[src/rtl/iitb_pkg.sv]
// Shared definitions for the IITB 16-bit pipelined CPU front end.
//   WORD_W / ADDR_W   : instruction word and byte-address widths
//   fetch_entry_t     : one fetched word plus the address it came from,
//                       packed as {pc[15:0], instr[15:0]}
//   NOP_INSTR         : bubble word inserted by downstream stages
//   pc_advance()      : sequential PC step, wraps modulo 2^ADDR_W
package iitb_pkg;

  localparam int WORD_W = 16;
  localparam int ADDR_W = 16;

  typedef struct packed {
    logic [ADDR_W-1:0] pc;
    logic [WORD_W-1:0] instr;
  } fetch_entry_t;

  localparam int FE_W         = ADDR_W + WORD_W;
  localparam int FE_INSTR_LSB = 0;
  localparam int FE_PC_LSB    = WORD_W;

  localparam logic [WORD_W-1:0] NOP_INSTR = 16'hB000;

  // Plain unsigned add; the carry out of bit 15 is dropped on purpose so
  // fetch rolls over from 16'hFFFE to 16'h0000 without any flag.
  function automatic logic [ADDR_W-1:0] pc_advance(input logic [ADDR_W-1:0] pc,
                                                   input logic [ADDR_W-1:0] inc);
    return pc + inc;
  endfunction

endpackage

[src/rtl/iitb_fetch_fifo.sv]
// Circular-buffer queue holding fetched entries between the PC and IF/ID.
//   clk_i, rst_ni : clock, asynchronous active-low reset (control state only)
//   clear_i       : drop every entry on the next edge (wins over push/pop)
//   push_i        : write wdata_i at the tail (ignored when full without pop)
//   pop_i         : retire the head entry (ignored when empty)
//   wdata_i       : entry to write
//   head_o        : head entry, all-zero while empty
//   valid_o       : queue holds at least one entry
//   full_o        : queue holds DEPTH entries
//   count_o       : number of entries held
// DEPTH must be a power of two so the pointers wrap by plain overflow.
module iitb_fetch_fifo #(
  parameter int  DEPTH = 2,
  parameter int  WIDTH = 32,
  localparam int PTR_W = $clog2(DEPTH),
  localparam int CNT_W = PTR_W + 1
) (
  input  logic             clk_i,
  input  logic             rst_ni,
  input  logic             clear_i,
  input  logic             push_i,
  input  logic             pop_i,
  input  logic [WIDTH-1:0] wdata_i,
  output logic [WIDTH-1:0] head_o,
  output logic             valid_o,
  output logic             full_o,
  output logic [CNT_W-1:0] count_o
);

  logic [PTR_W-1:0] rd_q, rd_d;
  logic [PTR_W-1:0] wr_q, wr_d;
  logic [CNT_W-1:0] cnt_q, cnt_d;
  logic [WIDTH-1:0] mem_q [DEPTH];

  logic do_pop;
  logic do_push;

  assign valid_o = (cnt_q != '0);
  assign full_o  = (cnt_q == CNT_W'(DEPTH));
  assign count_o = cnt_q;
  assign head_o  = valid_o ? mem_q[rd_q] : '0;

  // A pop frees the slot in the same cycle, so a full queue may still take
  // a push when the head is leaving; the count then stays put.
  assign do_pop  = pop_i & valid_o & ~clear_i;
  assign do_push = push_i & (~full_o | do_pop) & ~clear_i;

  always_comb begin
    rd_d  = rd_q;
    wr_d  = wr_q;
    cnt_d = cnt_q;
    if (clear_i) begin
      rd_d  = '0;
      wr_d  = '0;
      cnt_d = '0;
    end else begin
      if (do_pop)  rd_d = rd_q + 1'b1;
      if (do_push) wr_d = wr_q + 1'b1;
      case ({do_push, do_pop})
        2'b10:   cnt_d = cnt_q + 1'b1;
        2'b01:   cnt_d = cnt_q - 1'b1;
        default: cnt_d = cnt_q;
      endcase
    end
  end

  always_ff @(posedge clk_i or negedge rst_ni) begin
    if (!rst_ni) begin
      rd_q  <= '0;
      wr_q  <= '0;
      cnt_q <= '0;
    end else begin
      rd_q  <= rd_d;
      wr_q  <= wr_d;
      cnt_q <= cnt_d;
    end
  end

  // Storage is not reset; head_o is masked to zero whenever the queue is empty.
  always_ff @(posedge clk_i) begin
    if (do_push) mem_q[wr_q] <= wdata_i;
  end

endmodule

[src/rtl/iitb_fetch_stage.sv]
// Instruction-fetch stage: owns the fetch PC, addresses the combinational
// instruction memory and queues fetched words for the IF/ID register.
//   Clk          : rising-edge clock
//   Reset        : asynchronous active-low reset
//   fetch_en     : 1 = fetch allowed, 0 = hold PC and stop pushing
//   imem_addr    : current fetch PC (registered)
//   imem_data    : instruction word for imem_addr, same cycle
//   stall_in     : IF/ID cannot take the head this cycle
//   flush_in     : redirect to redirect_pc, discard all queued words
//   redirect_pc  : new fetch PC from branch/jump resolution
//   ifid_valid   : head entry valid
//   ifid_instr   : head instruction word (zero when empty)
//   ifid_pc      : address of the head word (zero when empty)
//   q_count      : queue occupancy
module iitb_fetch_stage
  import iitb_pkg::*;
#(
  parameter logic [ADDR_W-1:0] RESET_PC = 16'h0000,
  parameter logic [ADDR_W-1:0] PC_INC   = 16'd2,
  parameter int                DEPTH    = 2
) (
  input  logic                   Clk,
  input  logic                   Reset,
  input  logic                   fetch_en,
  output logic [ADDR_W-1:0]      imem_addr,
  input  logic [WORD_W-1:0]      imem_data,
  input  logic                   stall_in,
  input  logic                   flush_in,
  input  logic [ADDR_W-1:0]      redirect_pc,
  output logic                   ifid_valid,
  output logic [WORD_W-1:0]      ifid_instr,
  output logic [ADDR_W-1:0]      ifid_pc,
  output logic [$clog2(DEPTH):0] q_count
);

  logic [ADDR_W-1:0] pc_q, pc_d;
  logic              push;
  logic              pop;
  logic              q_full;
  fetch_entry_t      wr_entry;
  fetch_entry_t      head_entry;

  // The memory address is the registered PC only, so a late flush_in never
  // reaches the instruction memory in the same cycle.
  assign imem_addr = pc_q;

  // Flush outranks everything: the head is not consumed and nothing new is
  // queued on the redirect edge; fetch restarts from redirect_pc next cycle.
  assign pop  = ifid_valid & ~stall_in & ~flush_in;
  assign push = fetch_en & ~flush_in & (~q_full | pop);

  assign wr_entry = '{pc: pc_q, instr: imem_data};

  always_comb begin
    pc_d = pc_q;
    if (flush_in)  pc_d = redirect_pc;
    else if (push) pc_d = pc_advance(pc_q, PC_INC);
  end

  always_ff @(posedge Clk or negedge Reset) begin
    if (!Reset) pc_q <= RESET_PC;
    else        pc_q <= pc_d;
  end

  iitb_fetch_fifo #(
    .DEPTH (DEPTH),
    .WIDTH (FE_W)
  ) u_fifo (
    .clk_i   (Clk),
    .rst_ni  (Reset),
    .clear_i (flush_in),
    .push_i  (push),
    .pop_i   (pop),
    .wdata_i (wr_entry),
    .head_o  (head_entry),
    .valid_o (ifid_valid),
    .full_o  (q_full),
    .count_o (q_count)
  );

  assign ifid_instr = head_entry.instr;
  assign ifid_pc    = head_entry.pc;

endmodule

[config.mk]
export PLATFORM = sky130hd
export DESIGN_NAME = iitb_fetch_stage
export DESIGN_NICKNAME = d
export VERILOG_FILES = /design/src/rtl/iitb_pkg.sv /design/src/rtl/iitb_fetch_fifo.sv /design/src/rtl/iitb_fetch_stage.sv
export SDC_FILE = /design/constraint.sdc
export NUM_CORES = 1
export LEC_CHECK = 0
export BUFFER_PORTS_ARGS = -buffer_cell sky130_fd_sc_hd__buf_4
export CAP_MARGIN = 20
export CORE_MARGIN = 3
export CORE_UTILIZATION = 35
export CTS_BUF_LIST = sky130_fd_sc_hd__clkbuf_2
export CTS_CLUSTER_SIZE = 12
export DETAILED_ROUTE_END_ITERATION = 8
export PLACE_DENSITY = 0.7
export RECOVER_POWER = 50
export SLEW_MARGIN = 20
export SYNTH_ARGS = -nofsm -noshare
export SYNTH_HDL_FRONTEND = slang
export SYNTH_SLANG_ARGS = --single-unit
export TNS_END_PERCENT = 5
[constraint.sdc]
create_clock -name Clk -period 3.7 [get_ports Clk]
set_clock_uncertainty 0.05 [all_clocks]
set_input_delay 0.74 -clock Clk [delete_from_list [all_inputs] [get_ports Clk]]
set_output_delay 0.74 -clock Clk [all_outputs]
set_load 0.01 [all_outputs]
==> flow_metrics.py <==
metrics = {
    "run_status": {
        "status": "finished, violations left",
        "violations": "max-capacitance violations, max-slew violations",
    },
    "detailed_routing": {
        "drtPass1Iterations": 4,
        "drcViolationCount": 0,
        "drtIter0Drc": 159,
        "post_drt_wl_per_cell_um": 15.9,
        "vias": 2367,
        "ant_nets": 0,
        "routed_wl_um": 7800,
        "via_per_inst": 4.82,
    },
    "sta": {
        "worst_slew_pin_slew_ns": 1.51,
        "finalCriticalPeriod_ns": 3.10,
        "fin_hold_ws_ns": 0.333,
        "fin_crit_sh_pct": 83.9,
        "relSlewSlack_pct": -0.369,
        "rsz0062_at_grt": "false",
        "setup_viol": 0,
        "final-hold-violation-count": 0,
        "setup_ws_ns": 0.597,
        "drv_slew": 38,
        "fmax_mhz": 322,
    },
    "place": {
        "place_area_mm2": 0.00437,
        "place_congestion": 0.717,
        "pre_cts_ws_ns": 1.35,
        "portBuffers": 87,
        "dp_hpwl_um": 5220,
    },
    "die": {
        "rows": 36,
        "dieHeight_um": 107,
        "initial_core_util_pct": 36.2,
        "die_w_um": 107,
        "core_area_mm2": 0.00986,
        "dieArea_mm2": 0.0114,
        "io_pins": 88,
    },
    "worst_hold_path": {
        "hold_path_class": "primary input to flip-flop",
    },
    "synthesis": {
        "synth.avg_cell_area_um2": 13.5,
        "netlist_instances": 264,
        "ys_ff_latch": 84,
        "yosysMostFrequentCell": "edfxtp_1",
        "ys_types": 36,
        "syn-num-nets": 302,
        "synth_area_leaders": "edfxtp_1 (54%), dfrtp_1 (14%), mux2i_1 (9.8%)",
        "netlist_area_mm2": 0.00357,
        "ys_seq_area_share_pct": 67.9,
        "synthFlopType": "edfxtp_1",
        "synth_top_area_share_pct": 53.9,
        "synth_top_cell_by_area": "edfxtp_1",
        "synth_warnings": 0,
        "synth_common_cells": "edfxtp_1 (64), nor2_1 (41), mux2i_1 (35), dfrtp_1 (20), nand2_1 (20)",
        "synth_edf_count": 64,
        "async_flop_share_pct": 23.8,
    },
    "critical_path": {
        "slowest_stage": "nor2_1",
        "endpoint_kind": "output port",
        "cp.buffers_inverters": 2,
        "cp.arrival_ns": 2.31,
        "crit_type": "flip-flop to output port",
        "cpLargestDelayFamily": "simple AND/OR/NAND/NOR gates",
        "cp_cell_sequence": "nor2_1 > buf_4 > nor2_1 > buf_4",
        "start_kind": "flip-flop",
        "crit_path_max_incr_delay_ns": 0.57,
        "worstPathRequired_ns": 2.91,
        "crit_fanout": 27,
    },
    "clock_tree": {
        "cts_buffer_depth": 2,
        "htreeDepth": 3,
        "clockRootBuffer": "clkbuf_2",
        "cts_buffers": 9,
        "path_clk_slew_ns": 0.24,
        "cts_tree": "built",
        "cts-resized-gates": 0,
        "clk_latency_ns": 0.52,
        "clock-sinks": 84,
    },
    "pwr": {
        "power_density_mw_per_mm2": 446,
        "p_leak_nw": 1.68,
        "peakVddDrop_uv": 192,
    },
    "grt": {
        "grt_pass1_wl_um": 12300,
        "antenna_found_initial": 0,
        "grtUsageTotal_pct": 14.3,
        "grt_max_degree": 39,
        "grt_overflow_total": 0,
        "first_global_vias": 2438,
    },
    "cells_and_area": {
        "syn_to_final_growth_pct": 25.6,
        "drive_gt1_share_pct": 29.3,
        "diodes": 0,
        "final_cell_area_mm2": 0.00448,
        "postLayoutCoreUtil_pct": 45.4,
        "fillers": 915,
        "layout.nets": 391,
    },
    "job": {
        "cap_violations": 1,
    },
}
-- layout make-up --
class	instances	area, um2	share of cell area, %
repair buffers	92	652	14.5
inverters	5	18.8	0.419
well taps	133	166	3.71
clock inverters	6	113	2.51
clock buffers	10	50.0	1.12
multi-input cells	161	1060	23.6
flip-flops and latches	84	2420	54.1
-- sequential cells by signal (all words and copies together) (netlist names) --
name and flops:
u_fifo.rd_q 1, u_fifo.wr_q 1, u_fifo.mem_q 64, u_fifo.count_o 2, imem_addr 16
-- cell usage in the layout, fill, tap and decap left out, types with 2 or more instances in the layout --
master,instances
clkbuf_2,10
xnor2_1,8
o21ai_0,14
buf_4,72
clkinv_4,2
nand3_1,7
nor2_1,41
a21oi_1,3
nor4_1,3
clkbuf_4,8
nor3_1,2
edfxtp_1,64
mux2i_1,35
nand4_1,3
inv_1,5
dfrtp_1,19
nor3b_1,3
xor2_1,3
nor3_2,2
nand2_1,20
clkbuf_1,11
bufinv_16,3
-- what timing repair did --
item	4_1_cts	5_1_grt
endpoints found under the setup margin	0	0
setup buffers	0	0
hold buffers	1	0
endpoints found under the hold margin	20	0
-- report_power, final --
part / internal (mW) / switching [mW]
clock network: 0.295 / 0.309
registers: 1.08 / 0.0562
logic: 0.130 / 0.132
-- path summary, 6_finish.rpt --
check                                  start                  end  depth (start not counted)  slack, ns
max in group asynchronous              Reset          u_fifo.rd_q                          2       1.93
min reg2reg                     imem_addr[0]  u_fifo.mem_q[1][16]                          0       0.50
min                           redirect_pc[5]         imem_addr[5]                          3       0.33
max                        u_fifo.count_o[0]          ifid_pc[14]                          4       0.60
min in group asynchronous              Reset         imem_addr[6]                          2       0.87
max reg2reg                u_fifo.count_o[0]  u_fifo.mem_q[1][30]                          4       1.33
-- routing by layer --
| metal | vias up | global-route usage [%] | wire length [um] |
|---|---|---|---|
| li1 | 1133 | - | - |
| met1 | 1143 | 16.8 | 3290 |
| met2 | 73 | 23.9 | 3880 |
| met3 | 18 | 3.01 | 403 |
| met4 | 0 | 8.95 | 219 |
| met5 | - | 0 | 0 |
-- worst reg2reg max path, stage by stage (launching register included) --
cell,delay [ns]
dfrtp_1,0.52
nand3b_1,0.18
nand2_1,0.17
nor3b_1,0.34
clkbuf_1,0.76
-- cells by family (layout without fill, tap and decap cells) --
kind of cell	count (synthesis)	count (layout)	share of synthesized area, %
simple gates	90	90	12.7
flops	84	84	67.9
mux	36	36	10.1
compound gates	23	23	3.75
buf+inv	19	113	2.45
xor+xnor	11	11	2.70
fa+ha+maj	1	1	0.351
-- metrics by stage --
stage          std cells  setup TNS [ns]  power [mW]
3_5_place_dp         474               0        1.43
6_report             491               0        2.00
4_1_cts              491               0        2.03
3_3_place_gp         474               0        1.42
5_1_grt              491               0        2.09
2_1_floorplan        264           -7.32        1.28
Note: power is estimated with default switching activity, not from simulation.
